### config.mk
export PLATFORM = sky130hd
export DESIGN_NAME = alu_issue
export DESIGN_NICKNAME = d
export VERILOG_FILES = /design/src/rtl/alu_issue.sv
export SDC_FILE = /design/constraint.sdc
export NUM_CORES = 1
export LEC_CHECK = 0
export ABC_AREA = 1
export CAP_MARGIN = 20
export CELL_PAD_IN_SITES_DETAIL_PLACEMENT = 0
export CELL_PAD_IN_SITES_GLOBAL_PLACEMENT = 2
export CORE_MARGIN = 2
export CORE_UTILIZATION = 32
export DETAILED_ROUTE_END_ITERATION = 8
export PLACE_DENSITY = 0.73
export SLEW_MARGIN = 15
export SYNTH_ARGS = -nofsm -noshare
export SYNTH_HDL_FRONTEND = slang
export SYNTH_SLANG_ARGS = --single-unit
### constraint.sdc
create_clock -name clk -period 4.78 [get_ports clk]
set_clock_uncertainty 0.05 [all_clocks]
set_input_delay 0.956 -clock clk [delete_from_list [all_inputs] [get_ports clk]]
set_output_delay 0.956 -clock clk [all_outputs]
set_load 0.005 [all_outputs]
### src/rtl/alu_issue.sv
// alu_issue: operand issue stage in front of the registered 32-bit add/sub alu.
// Buffers requests in a DEPTH-entry FIFO, feeds the ALU one op at a time,
// captures its one-cycle-late result and presents it over valid/ready.
// Optional feature macro: ALU_ISSUE_COUNT_EN adds the op_count result counter.
module alu_issue #(
  parameter int unsigned DEPTH = 4
) (
  input  logic        clk,
  input  logic        rst,
  input  logic        req_valid,
  output logic        req_ready,
  input  logic [31:0] req_a,
  input  logic [31:0] req_b,
  input  logic [1:0]  req_op,
  output logic [31:0] alu_in_a,
  output logic [31:0] alu_in_b,
  output logic [1:0]  opcode,
  input  logic [31:0] alu_res,
  output logic        res_valid,
  input  logic        res_ready,
  output logic [31:0] res_data,
  output logic [1:0]  res_op,
`ifdef ALU_ISSUE_COUNT_EN
  output logic [31:0] op_count,
`endif
  output logic        busy
);

  localparam int unsigned DW  = 32;
  localparam int unsigned OPW = 2;
  localparam int unsigned PW  = $clog2(DEPTH);

  localparam logic [1:0] S_IDLE  = 2'd0;
  localparam logic [1:0] S_ISSUE = 2'd1;
  localparam logic [1:0] S_WAIT  = 2'd2;
  localparam logic [1:0] S_DONE  = 2'd3;

  typedef struct packed {
    logic [OPW-1:0] op;
    logic [DW-1:0]  a;
    logic [DW-1:0]  b;
  } req_t;

  req_t         mem [DEPTH];
  req_t         head;
  logic [PW:0]  wr_ptr;
  logic [PW:0]  rd_ptr;
  logic         empty;
  logic         full;
  logic         push_c;
  logic         pop_c;
  logic         load_res_c;
  logic         clr_res_c;
  logic [1:0]   state;
  logic [1:0]   state_nxt;

  // FIFO status; the extra pointer bit separates full from empty
  assign empty = (wr_ptr == rd_ptr);
  assign full  = (wr_ptr[PW] != rd_ptr[PW]) && (wr_ptr[PW-1:0] == rd_ptr[PW-1:0]);
  assign head  = mem[rd_ptr[PW-1:0]];

  assign req_ready = !full && !rst;
  assign push_c    = req_valid && req_ready;
  assign busy      = (state != S_IDLE) || !empty;

  // Request storage; entries need no reset since pointers gate visibility
  always_ff @(posedge clk) begin
    if (push_c) begin
      mem[wr_ptr[PW-1:0]] <= '{op: req_op, a: req_a, b: req_b};
    end
  end

  // FIFO pointers, wrapping modulo DEPTH through the natural overflow
  always_ff @(posedge clk) begin
    if (rst) begin
      wr_ptr <= '0;
      rd_ptr <= '0;
    end else begin
      if (push_c) wr_ptr <= wr_ptr + (PW+1)'(1);
      if (pop_c)  rd_ptr <= rd_ptr + (PW+1)'(1);
    end
  end

  // FSM state register
  always_ff @(posedge clk) begin
    if (rst) state <= S_IDLE;
    else     state <= state_nxt;
  end

  // Next-state and control decode
  always_comb begin
    state_nxt  = state;
    pop_c      = 1'b0;
    load_res_c = 1'b0;
    clr_res_c  = 1'b0;
    case (state)
      S_IDLE: begin
        if (!empty) begin
          pop_c     = 1'b1;
          state_nxt = S_ISSUE;
        end
      end
      S_ISSUE: begin
        state_nxt = S_WAIT;
      end
      S_WAIT: begin
        load_res_c = 1'b1;
        state_nxt  = S_DONE;
      end
      S_DONE: begin
        if (res_ready) begin
          clr_res_c = 1'b1;
          if (!empty) begin
            pop_c     = 1'b1;
            state_nxt = S_ISSUE;
          end else begin
            state_nxt = S_IDLE;
          end
        end
      end
      default: state_nxt = S_IDLE;
    endcase
  end

  // ALU operand registers, loaded only on a pop and held otherwise
  always_ff @(posedge clk) begin
    if (rst) begin
      alu_in_a <= '0;
      alu_in_b <= '0;
      opcode   <= '0;
      res_op   <= '0;
    end else if (pop_c) begin
      alu_in_a <= head.a;
      alu_in_b <= head.b;
      opcode   <= head.op;
      res_op   <= head.op;
    end
  end

  // Result capture from the ALU output register and downstream handshake
  always_ff @(posedge clk) begin
    if (rst) begin
      res_valid <= 1'b0;
      res_data  <= '0;
    end else if (load_res_c) begin
      res_valid <= 1'b1;
      res_data  <= alu_res;
    end else if (clr_res_c) begin
      res_valid <= 1'b0;
    end
  end

`ifdef ALU_ISSUE_COUNT_EN
  // Completed-result counter, wrapping at 2^32
  always_ff @(posedge clk) begin
    if (rst)                         op_count <= '0;
    else if (res_valid && res_ready) op_count <= op_count + 32'd1;
  end
`endif

`ifndef SYNTHESIS
  // Operands stay put while the ALU samples and computes
  a_operands_stable: assert property (@(posedge clk) disable iff (rst)
    (state == S_WAIT) |-> ($stable(alu_in_a) && $stable(alu_in_b) && $stable(opcode)));

  // A presented result is held until the consumer takes it
  a_result_held: assert property (@(posedge clk) disable iff (rst)
    (state == S_DONE && $past(state) == S_DONE && !$past(res_ready))
      |-> (res_valid && $stable(res_data) && $stable(res_op)));
`endif

endmodule

==> results by group <==
Status
  – Status: completed

Cells and area
  – NumNets Final: 1450
  – Layout cell share with drive strength beyond 1: 6.28%
  – Synth-to-layout area growth: 28.3%
  – Area occupied by multi-input gates: 0.00319 mm²
  – Fillers: 3986
  – Reg area: 0.0101 mm²
  – Ant diodes: 0

Flow run
  – Max_cap viols: 0

Yosys
  – YS warnings: 0
  – #FFs+latches synth: 371
  – Share of the synthesized area in the top cell type: 57.9%
  – Gate Count Post-Synth: 1153
  – Post-synthesis sequential area ratio: 73.6%
  – Synthesized area per cell: 11.9 µm²
  – Post-Syn Nets: 1264
  – Largest cells by area after synthesis: edfxtp_1, dfxtp_1, o21ai_0
  – Post-synth cell types: 24
  – Leading area contributor after synthesis: edfxtp_1
  – Area of the mapped netlist: 0.0137 mm²

STA
  – Tmin final: 3820 ps
  – Final worst setup slack: 960 ps
  – RSZ-0062 raised after global routing: no
  – Setup-failing EPs final: 0
  – Setup_tns: 0 ps
  – Fin. Hold Viols: 0
  – Period utilization: 79.9%
  – Hold Worst Slack: 410 ps
  – Slew headroom: 36.6%
  – Pin slew with the least headroom to its limit: 952 ps
  – Highest Clock Rate: 262 MHz
  – Final slew viol count: 0

Floorplanning
  – FP Rows: 75
  – Die H: 211 µm
  – I/O pin cnt: 205
  – Starting Density: 32.5%
  – Core Area: 0.0420 mm²
  – Chip width: 211 µm
  – Die area: 0.0444 mm²

Placement
  – GPL Wtd Cong: 0.722
  – IO Port Bufs: 204
  – Pre-CTS WS: 1230 ps
  – DP HPWL: 20100 µm

Clock tree
  – # clock sinks: 371
  – Post-CTS resize count: 0
  – CTS clk-pin slew, worst paths: 50 ps
  – Maximum clock path buffer count: 3
  – Clk Latency, worst-skew pair: 550 ps
  – H-tree depth: 2
  – CTS tree: yes
  – Cts hold-fix bufs: 0
  – CTS Buf Count: 42
  – CTS Root Cell: clkbuf_16
  – Setup repair bufs after CTS: 0

Detailed routing
  – Drt first pass iters: 5
  – ANT nets after route: 0
  – 1st-iter DRT viols: 620
  – Drt total wl: 35100 µm
  – Vias/cell: 4.78
  – Via Count: 9130
  – DRC viols: 0
  – Wire per inst: 18.4 µm

Global routing
  – First-pass GRT wire length: 52700 µm
  – Grt total ovfl: 0
  – Number of global-route vias before repair: 8896
  – Initial antenna violation count: 0
  – Tot GR Track Use: 15.6%
  – Largest net degree at the start of global routing: 90

Power
  – Lkg Pwr: 5.98 nW
  – Pwr per Cell Area: 583 mW/mm²
  – Worst IR Drop VDD: 448 µV

Setup path
  – Worst reg2reg setup slack: 1300 ps
  – Worst path most repeated cell: nand2_1
  – Worst path slowest cell: dfxtp_4
  – Critical-path cell list: inv_4, nand2_1, nand2_2, nand4_1, nand2_1, inv_1, clkdlybuf4s50_1
  – Critical path type: flip-flop to output pin
  – CP max FO: 63
  – Startpoint Class: flip-flop
  – Required time worst endpoint: 3770 ps
  – Critical Path Sink Type: output pin
  – Slowest stage delay, CP: 770 ps
  – Crit path arrival time: 2810 ps

Worst hold path
  – Hold Path Class: flip-flop to flip-flop
synth_stat cells:
library cell and count:
a21oi_1 73, buf_2 19, buf_4 5, buf_6 6
clkbuf_1 46, clkbuf_2 1, dfxtp_1 107, edfxtp_1 264
ha_1 9, inv_1 17, inv_2 1, inv_4 2
nand2_1 153, nand2_2 1, nand2_4 1, nand3_1 5
nand3_2 1, nand4_1 3, nor2_1 203, o211ai_1 1
o21ai_0 161, o21ai_1 7, o22ai_1 66, xor2_1 1
critical path, delay by kind of cell (launching register included):
family,cells,cell delay (ps)
buf+inv,3,990
flops,1,770
simple gates,4,450
flip-flops by register name, indices dropped and copies added, names as in the netlist:
name / cells
wr_ptr: 3
mem: 264
res_data: 32
alu_in_a: 32
res_op: 2
rd_ptr: 3
alu_in_b: 32
res_valid: 1
state: 2
logic make-up after synthesis:
logic type	Yosys count	synth area share (%)
compound gates	308	11.9
xor+xnor	1	0.0640
fa+ha+maj	9	0.823
simple gates	367	10.3
flops	371	73.6
buf+inv	97	3.35
placed cells by master, fill, tap and decap left out, types with 2 or more instances in the layout:
| cell | instances |
|---|---|
| nor2_4 | 4 |
| inv_1 | 17 |
| nand3_1 | 5 |
| nand2_1 | 153 |
| inv_4 | 2 |
| buf_4 | 12 |
| clkbuf_16 | 42 |
| buf_12 | 3 |
| clkbuf_1 | 11 |
| clkinv_1 | 6 |
| dfxtp_1 | 105 |
| ha_1 | 9 |
| o21ai_0 | 161 |
| o21ai_1 | 7 |
| dfxtp_4 | 2 |
| nor2_1 | 199 |
| edfxtp_1 | 264 |
| bufinv_16 | 4 |
| clkdlybuf4s50_1 | 203 |
| o22ai_1 | 66 |
| a21oi_1 | 73 |
| clkbuf_8 | 4 |
| clkinv_2 | 5 |
| nand4_1 | 3 |
final cells by class:
class,count,area share [%]
Clock buffer,57,6.53
Clock inverter,18,1.14
Inverter,20,0.456
Multi-Input combinational cell,685,18.1
Sequential cell,371,57.4
Tap cell,539,3.84
Timing Repair Buffer,219,12.5
power by group:
group	switching [mW]	internal [mW]	total (mW)	leakage (nW)
sequential	0.272	3.84	4.11	3.27
clock	1.25	1.90	3.15	0.656
combinational	1.76	1.22	2.98	2.05
per-stage QoR:
stage | power (mW) | cells | utilization (%) | cell area (µm²)
3_5_place_dp | 7.23 | 1833 | 38.5 | 16200
6_report | 10.2 | 1909 | 41.8 | 17600
4_1_cts | 10.4 | 1908 | 41.7 | 17500
3_3_place_gp | 7.21 | 1833 | 38.5 | 16200
2_1_floorplan | 5.90 | 1153 | - | 13700
5_1_grt | 10.9 | 1909 | 41.8 | 17600
path summary, 6_finish.rpt:
| kind | from | end | depth (start not counted) |
|---|---|---|---|
| max | rd_ptr[0] | req_ready | 7 |
| min | alu_in_b[3] | alu_in_b[3] | 2 |
| max reg2reg | rd_ptr[0] | mem[2][24] | 7 |
| min reg2reg | alu_in_b[3] | alu_in_b[3] | 2 |
metal layers:
layer / track usage [%] / wire length [µm]
met1: 20.4 / 15500
met2: 26.3 / 17300
met3: 2.47 / 1430
met4: 5.80 / 928
met5: 0 / 0
No activity file was read; power rests on OpenSTA's default activity.
